**src/rtl/seq_arith_unit.sv**
```systemverilog
// Self-sequencing W-bit arithmetic unit: add, sub, signed Booth multiply, unsigned restoring divide.
// Optional build macro SEQ_ARITH_DIVZERO_EN adds a div_zero flag and a short divide-by-zero path.
//
// state   | meaning
// --------+-------------------------------------------------------------
// S_IDLE  | waiting for start; latches op/a/b and seeds the datapath
// S_ARITH | single-cycle add/sub (also the divide-by-zero path when enabled)
// S_ITER  | W Booth-multiply or restoring-divide iterations
// S_DONE  | done pulse, result valid; returns to S_IDLE
module seq_arith_unit #(
  parameter int W = 8
) (
  input  logic           clk,
  input  logic           rst,
  input  logic           start,
  input  logic [1:0]     op,
  input  logic [W-1:0]   a,
  input  logic [W-1:0]   b,
  output logic           busy,
  output logic           done,
  output logic [2*W-1:0] z
`ifdef SEQ_ARITH_DIVZERO_EN
  ,
  output logic           div_zero
`endif
);

  localparam int CW = $clog2(W) + 1;

  localparam logic [1:0] OP_ADD = 2'b00;
  localparam logic [1:0] OP_SUB = 2'b01;
  localparam logic [1:0] OP_MUL = 2'b10;
  localparam logic [1:0] OP_DIV = 2'b11;

  typedef enum logic [1:0] {
    S_IDLE  = 2'b00,
    S_ARITH = 2'b01,
    S_ITER  = 2'b10,
    S_DONE  = 2'b11
  } state_t;

  state_t        state;
  logic [1:0]    op_r;
  logic [W:0]    acc;
  logic [W-1:0]  q;
  logic          qm1;
  logic [W:0]    m;
  logic [CW-1:0] cnt;

  logic [W:0]    booth_sum;
  logic [W:0]    booth_acc;
  logic [W-1:0]  booth_q;
  logic [W:0]    div_sh;
  logic [W+1:0]  div_t;
  logic          div_neg;
  logic [W:0]    div_acc;
  logic [W-1:0]  div_q;
  logic [W:0]    arith_sum;
  logic          last_iter;

  always_comb begin
    booth_sum = acc;
    case ({q[0], qm1})
      2'b01:   booth_sum = acc + m;
      2'b10:   booth_sum = acc - m;
      default: booth_sum = acc;
    endcase
    booth_acc = {booth_sum[W], booth_sum[W:1]};
    booth_q   = {booth_sum[0], q[W-1:1]};

    // Shift, trial-subtract and restore all resolve within one iteration.
    div_sh  = {acc[W-1:0], q[W-1]};
    div_t   = {1'b0, div_sh} - {1'b0, m};
    div_neg = div_t[W+1];
    div_acc = div_neg ? div_sh : div_t[W:0];
    div_q   = {q[W-2:0], ~div_neg};

    if (op_r == OP_SUB) arith_sum = {q[W-1], q} - m;
    else                arith_sum = {q[W-1], q} + m;

    last_iter = (cnt == CW'(W - 1));
  end

  always_ff @(posedge clk) begin
    if (rst) begin
      state <= S_IDLE;
      op_r  <= OP_ADD;
      acc   <= '0;
      q     <= '0;
      qm1   <= 1'b0;
      m     <= '0;
      cnt   <= '0;
      busy  <= 1'b0;
      done  <= 1'b0;
      z     <= '0;
`ifdef SEQ_ARITH_DIVZERO_EN
      div_zero <= 1'b0;
`endif
    end else begin
      case (state)
        S_IDLE: begin
          done <= 1'b0;
          if (start) begin
            op_r <= op;
            acc  <= '0;
            q    <= a;
            qm1  <= 1'b0;
            cnt  <= '0;
            busy <= 1'b1;
            m    <= (op == OP_DIV) ? {1'b0, b} : {b[W-1], b};
`ifdef SEQ_ARITH_DIVZERO_EN
            div_zero <= 1'b0;
            // Divide by zero reuses the one-cycle path so it reports with add/sub latency.
            if (op[1] == 1'b0 || (op == OP_DIV && b == '0)) state <= S_ARITH;
            else                                           state <= S_ITER;
`else
            if (op[1] == 1'b0) state <= S_ARITH;
            else               state <= S_ITER;
`endif
          end
        end

        S_ARITH: begin
`ifdef SEQ_ARITH_DIVZERO_EN
          if (op_r == OP_DIV) begin
            z        <= '0;
            div_zero <= 1'b1;
          end else begin
            z <= {{(W-1){arith_sum[W]}}, arith_sum};
          end
`else
          z <= {{(W-1){arith_sum[W]}}, arith_sum};
`endif
          done  <= 1'b1;
          state <= S_DONE;
        end

        S_ITER: begin
          if (op_r == OP_MUL) begin
            acc <= booth_acc;
            q   <= booth_q;
            qm1 <= q[0];
          end else begin
            acc <= div_acc;
            q   <= div_q;
          end
          cnt <= cnt + CW'(1);
          if (last_iter) begin
            if (op_r == OP_MUL) z <= {booth_acc[W-1:0], booth_q};
            else                z <= {div_acc[W-1:0], div_q};
            done  <= 1'b1;
            state <= S_DONE;
          end
        end

        S_DONE: begin
          done  <= 1'b0;
          busy  <= 1'b0;
          state <= S_IDLE;
        end

        default: begin
          done  <= 1'b0;
          busy  <= 1'b0;
          state <= S_IDLE;
        end
      endcase
    end
  end

endmodule

```
**config.mk**
```make
export PLATFORM = sky130hd
export DESIGN_NAME = seq_arith_unit
export DESIGN_NICKNAME = d
export VERILOG_FILES = /design/src/rtl/seq_arith_unit.sv
export SDC_FILE = /design/constraint.sdc
export NUM_CORES = 1
export LEC_CHECK = 0
export ABC_AREA = 1
export CELL_PAD_IN_SITES_DETAIL_PLACEMENT = 0
export CELL_PAD_IN_SITES_GLOBAL_PLACEMENT = 2
export CORE_MARGIN = 1
export CORE_UTILIZATION = 25
export DETAILED_ROUTE_END_ITERATION = 10
export MAX_ROUTING_LAYER = met4
export PLACE_DENSITY_LB_ADDON = 0.1
export SYNTH_ARGS = -nofsm -noshare
export SYNTH_HDL_FRONTEND = slang
export SYNTH_SLANG_ARGS = --single-unit
export TNS_END_PERCENT = 10
```
**constraint.sdc**
```tcl
create_clock -name clk -period 3.5 [get_ports clk]
set_input_delay 0.525 -clock clk [delete_from_list [all_inputs] [get_ports clk]]
set_output_delay 0.525 -clock clk [all_outputs]
set_load 0.01 [all_outputs]
```
==> metrics.txt, run 1 <==
setup violators final=0; Unique masters post-synth=39; reg2reg setup slack=0.54 ns; pwr dens=1108 nW/um2; final setup TNS=0 ns; largest net degree at the start of global routing=23; chip width=126.1 um; P&R area growth vs syn=19.62%; worst slew pin tran=0.8147 ns; vias in the first global route=3747; drt initial violations=230; Max H-tree Level=2; outcome=completed; worst hold path type=register to register; share of layout cells above drive strength 1=7.000%; final RePlAce weighted congestion=0.7923; Clock Sink Count=53; vias per cell=4.963; Total Power=5108 uW; final WL=13470 um; Worst Path Required=3.71 ns; CP arrival=3.17 ns; Seq/Total Area, Yosys=27.54%; Avg Cell Area, Syn=6.782 um2; CTS hold repair buffers=0; first-pass GRT wire length=21220 um; CTS Buf Count=5; RSZ-0062 raised after global routing=no; Core ar.=15150 um2; Synth area leaders=dfxtp_1 (28%), nand2_1 (10%), ha_1 (10%), a21oi_1 (9.9%), o21ai_0 (9.6%); Setup Buffers After CTS=0; min cycle time layout=2.959 ns; Rows=45; I/O Buffers=38; detailed-placement wirelength estimate=10620 um; DR vias=3911; clk root buf=clkbuf_16; max cap viols=0; 1st-pass router iterations=6; complex-gate fraction of the synthesized area=27.15%; Yosys reg bits=53; Clock Pin Slew Worst Setup and Hold Paths=0.08 ns; Tot GR Track Use=17.79%; CTS tree=built; Clock Skews=0.007201 ns; FMAX=338.0 MHz; Syn Inst Count=568; Synth Area in Simple Gates=22.41%; dominant cell type by area after synthesis=dfxtp_1; starting density of the core=25.44%; yosys warns=0; top-area cell type share of the netlist area=27.54%; final hold violation count=0; Post-Synth Adder-Cell Area=11.63%; worst-path maximum fanout=12; top-level port count=39; max_slew headroom=45.32%; Tcrit/Tclk final=84.53%; filler cell count=1663; critical path endpoint category=register; DR WL/cell=17.09 um; post-route ant nets=0; Slew Viols, Final=0; Leak=0.001982 uW; WS Path Type=register to register; Max VDD drop=0.0003794 V; Die Y=126.1 um; DIE AREA=15910 um2; worst-case clock buffer depth=2; NumNets Final=654; largest family of logic cells by synthesized area=compound AO/OA/AOI/OAI gates; post-CTS sizing=0; number of remaining DRC errors=0; total grt overflow=0; Syn Nets=623; Antenna Cells=0; CP Launch Type=register; XOR/XNOR share of the synthesized area=2.728%; clock latency on the worst-skew pair=0.30 ns; initial antenna violation count=0; synthesized area=3852 um2; multiplexer share of the synthesized area=0%
## sequential cells by signal, summed over array words and instances (netlist names)
signal	flops
cnt	4
m	9
q	8
done	1
acc	9
state	2
op_r	2
z	16
qm1	1
busy	1
## kinds of logic after synthesis
group / after synthesis
AO/OA/AOI/OAI: 189
XOR/XNOR: 12
adder cells (fa/ha/maj): 34
buffers and inverters: 85
flip-flops: 53
AND/OR/NAND/NOR: 195
## power by group
part,internal [uW],switching (uW),total (uW)
logic,1230,2270,3500
clock network,345,259,604
registers,796,207,1000
## layout make-up
| cell class | count | area, um2 | area share (%) |
|---|---|---|---|
| inverters | 65 | 249.0 | 5.403 |
| multi-input cells | 430 | 2462 | 53.43 |
| clock inverters | 3 | 50.05 | 1.086 |
| flip-flops and latches | 53 | 1061 | 23.02 |
| clock buffers | 5 | 125.1 | 2.715 |
| repair buffers | 44 | 425.4 | 9.232 |
| well taps | 188 | 235.2 | 5.105 |
## Yosys cell counts
library cell / number
nand4_1: 7
nand2_2: 3
nor2_2: 3
o21bai_2: 1
a21o_1: 1
nand2_4: 1
o21bai_1: 1
nand4_2: 1
a21oi_1: 76
nor3_1: 2
nand3b_1: 3
fa_1: 3
and3_1: 1
inv_2: 2
o21a_1: 1
a31oi_1: 8
nor4_1: 1
xor2_1: 8
clkbuf_1: 16
a22oi_1: 6
a21oi_2: 8
a21boi_2: 1
ha_1: 31
o21ai_0: 74
inv_6: 1
nand2_1: 105
nor2_1: 31
buf_2: 4
nand3_1: 32
o21ai_2: 2
dfxtp_1: 53
o21ai_1: 4
o221ai_1: 1
xnor2_1: 4
o211ai_1: 4
a221oi_1: 1
or2_2: 2
inv_1: 62
nand3_2: 3
## metal layers
| layer | vias up | share of wire (%) | wire length, um | track usage, % |
|---|---|---|---|---|
| met5 | - | 0 | 0 | - |
| met4 | 0 | 0.48 | 65 | 2.764 |
| met3 | 5 | 2.4 | 321 | 2.209 |
| met2 | 48 | 45 | 6048 | 27.17 |
| met1 | 1853 | 52 | 7030 | 25.34 |
| li1 | 2005 | - | - | - |
## path summary, 6_finish.rpt
kind	cells past startpoint	endpoint	startpoint
max reg2reg	19	z[14]	op_r[0]
min	2	done	done
max	19	z[14]	op_r[0]
min reg2reg	2	done	done
## stage by stage
| step | instances | hold slack, ns | setup WS (ns) | instance area [um2] | util (%) |
|---|---|---|---|---|---|
| CTS | 788 | 0.4727 | 0.4532 | 4608 | 30.43 |
| global placement | 780 | 0.4613 | 0.4128 | 4433 | 29.27 |
| floorplan | 568 | 0.4473 | 1.180 | 3852 | - |
| detailed placement | 780 | 0.4564 | 0.4530 | 4433 | 29.27 |
| finish | 788 | 0.4674 | 0.5414 | 4608 | 30.43 |
| global route | 788 | 0.5100 | 0.1290 | 4608 | 30.43 |
## cell usage in the layout (no fill, tap or decap), types with 2 or more instances in the layout
master,synthesis,layout
a21oi_1,76,76
a21oi_2,8,8
a22oi_1,6,6
a31oi_1,8,8
buf_4,0,6
clkbuf_16,0,5
clkdlybuf4s50_1,0,38
dfxtp_1,53,53
fa_1,3,3
ha_1,31,31
inv_1,62,62
inv_2,2,2
nand2_1,105,105
nand2_2,3,3
nand3_1,32,32
nand3_2,3,3
nand3b_1,3,3
nand4_1,7,7
nor2_1,31,31
nor2_2,3,3
nor3_1,2,2
o211ai_1,4,4
o21ai_0,74,74
o21ai_1,4,4
o21ai_2,2,2
or2_2,2,2
xnor2_1,4,4
xor2_1,8,8
## worst max-delay path: stages, from the launching register on
cell and delay [ns]:
dfxtp_1 0.31, inv_1 0.05, nor2_1 0.40, inv_1 0.30
nand2_1 0.12, o21ai_0 0.13, ha_1 0.38, nand2_1 0.07
nand2_1 0.09, nand2_1 0.06, nand2_1 0.07, inv_1 0.06
o21bai_1 0.23, nand3_2 0.10, nand3_2 0.12, nand2_4 0.07
inv_6 0.14, nand2_2 0.06, nand2_1 0.05, inv_1 0.03
Power figures use the tool's default switching activity.
==> run 2: changes to the inputs <==
Clock period 3.5 ns to 2.9 ns, I/O delays scaled along.
==> run 2 against run 1 <==
Effect of this change: hold slack better by 0.013 ns; non-clock buffer count up 18; clock skew up 0.0016 ns; clock power up 23%; cell count up 2.3%; critical path type unchanged.
==> metrics.txt, run 2 (synthesis gave the netlist of run 1 again) <==
CP arrival=2.88 ns (-0.29 ns); slowest cell on the critical path=dfxtp_1; Fin Hold WS=0.4802 ns (+0.01278 ns); Max H-tree Level=2 (unchanged); I/O Buffers=38 (unchanged); Layout Cell Area excl Fill=4796 um2 (+4.1%); max cap viols=0 (unchanged); Clock Pin Slew Worst Setup and Hold Paths=0.08 ns (about the same); CTS Buf Count=5 (unchanged); sequential power share=18.6% (-1.0 points); switch share=52.50% (-1.1 points); CP Launch Type=register; max_slew headroom=48.80% (+3.5 points); detailed-placement wirelength estimate=10570 um (-0.51%); outcome=completed; critical path endpoint category=register; placed inst area=4543 um2 (+2.5%); FMAX=375.1 MHz (+11%); Die Y=126.1 um (unchanged); Core ar.=15150 um2 (unchanged); Clock Skews=0.008834 ns (+0.001633 ns); final core occ=31.66% (+1.2 points); worst hold path type=register to register; Clock Sink Count=53 (unchanged); most frequent cells in the layout=nand2_1 (104), a21oi_1 (75), o21ai_0 (69), inv_1 (61), dfxtp_1 (53); Tcrit/Tclk final=91.93% (+7.4 points); post-route ant nets=0 (unchanged); setup violators final=0 (unchanged); Antenna Cells=0 (unchanged); Net Switching=3394 uW (+24%); DR vias=3949 (+0.97%); P&R area growth vs syn=24.49%; NumNets Final=672 (+2.8%); WS Path Type=register to register; clk root buf=clkbuf_16; number of flip-flops in the largest register=16 (unchanged); crit-path cells=inv_1 -> nand3_2 -> nor2_2 -> nand2_1 -> xor2_1 -> nand2_1 -> o21ai_2 -> ha_1 -> a21oi_1 -> o21ai_0 -> o21bai_2 -> inv_1 -> nand3_1 -> nand3_2 -> nand2_4 -> inv_6 -> nand2_2 -> nand2_1 -> inv_1; DIE AREA=15910 um2 (unchanged); worst slew pin tran=0.7672 ns (-0.04756 ns); Worst path max stage delay=0.36 ns (-0.04 ns); final hold violation count=0 (unchanged); Max VDD drop=0.0003922 V (+3.4%); post-place setup slack=-0.06227 ns (-0.5153 ns); Tot GR Track Use=18.42% (+0.63 points); Rows=45 (unchanged); pwr dens=1348 nW/um2 (+22%); worst-case clock buffer depth=2 (unchanged); top flop regs=z x16, acc x9, m x9; commonest non-fill, non-tap cell in the layout=nand2_1; drt initial violations=196 (-15%); Pint=3071 uW (+29%); chip width=126.1 um (unchanged); 1st-pass router iterations=4 (-2); total grt overflow=0 (unchanged); DR WL/cell=16.90 um (-1.1%); worst-path maximum fanout=7 (-5); Total Power=6465 uW (+27%); final worst slack=0.2339 ns (-0.3075 ns); Slew Viols, Final=0 (unchanged); number of remaining DRC errors=0 (unchanged); clock latency on the worst-skew pair=0.31 ns (about the same); Worst Path Required=3.12 ns (-0.59 ns); share of layout cells above drive strength 1=11.49% (+4.5 points); initial antenna violation count=0 (unchanged); combinational share of power=69.9% (+1.4 points); Clk pwr share=11.5% (-0.3 points); starting density of the core=25.44% (unchanged); Biggest register=z; Leak=0.002090 uW (+5.4%); vias per cell=4.900 (-1.3%); CTS tree=built; final RePlAce weighted congestion=0.8758 (+11%); first-pass GRT wire length=21710 um (+2.3%); vias in the first global route=3874 (+3.4%); top-level port count=39 (unchanged); final WL=13620 um (+1.1%); min cycle time layout=2.666 ns (-0.2925 ns); largest net degree at the start of global routing=45 (+96%)
==> run 2: critical path: cells and delay by family, from the launching register on <==
kind | cells | cell delay (ns)
and+or+nand+nor | 9 | 0.80
buffers and inverters | 4 | 0.35
AOI/OAI and AO/OA | 4 | 0.54
adders and majority gates | 1 | 0.36
xor gates and xnor gates | 1 | 0.16
DFF | 1 | 0.36
==> run 2: timing repair <==
| item | 4_1_cts | 5_1_grt |
|---|---|---|
| hold buffers | 0 | 0 |
| setup endpoints to repair | 4 | 11 |
| gates resized for setup | 4 | 12 |
| endpoints found under the hold margin | 0 | 0 |
| buffers inserted | 0 | 5 |
| pin swaps | 0 | 4 |
==> run 2: metal layers <==
| layer | up-vias | part of all wire, % | GRT usage [%] |
|---|---|---|---|
| li1 | 2037 | - | - |
| met2 | 63 | 45 | 28.47 |
| met4 | 0 | 0.71 | 3.614 |
| met1 | 1842 | 52 | 25.74 |
| met3 | 7 | 2.6 | 2.209 |
| met5 | - | 0 | - |
==> run 2: worst paths after layout <==
kind,startpoint,end,slack [ns],depth (start not counted)
worst max-delay path,m[0],z[14],0.23,19
worst min-delay path,qm1,qm1,0.48,2
worst max register to register,m[0],z[14],0.23,19
worst min register to register,qm1,qm1,0.48,2
==> run 2: power groups by stage <==
stage               Sequential (uW)  Clock (uW)  Combinational, uW
floorplan                      1170           0               3010
global placement               1220           0               4400
detailed placement             1220           0               4350
CTS                            1200         768               4400
global route                   1240         800               5080
finish                         1200         743               4520
==> run 2: area by class of cell <==
type                            instances  area [um2]
Clock buffer                            5       125.1
Clock inverter                          3       50.05
Fill cell                            1655       10350
Inverter                               65       249.0
Multi-Input combinational cell        430        2502
Sequential cell                        53        1061
Tap cell                              188       235.2
Timing Repair Buffer                   62       573.1
==> run 2: per-stage QoR <==
step                        TNS (ns)  std cells
after floorplan                    0        568
after global placement      -0.08268        793
after detailed placement     -0.1241        793
after CTS                          0        801
after global routing      -0.0007130        806
final                              0        806
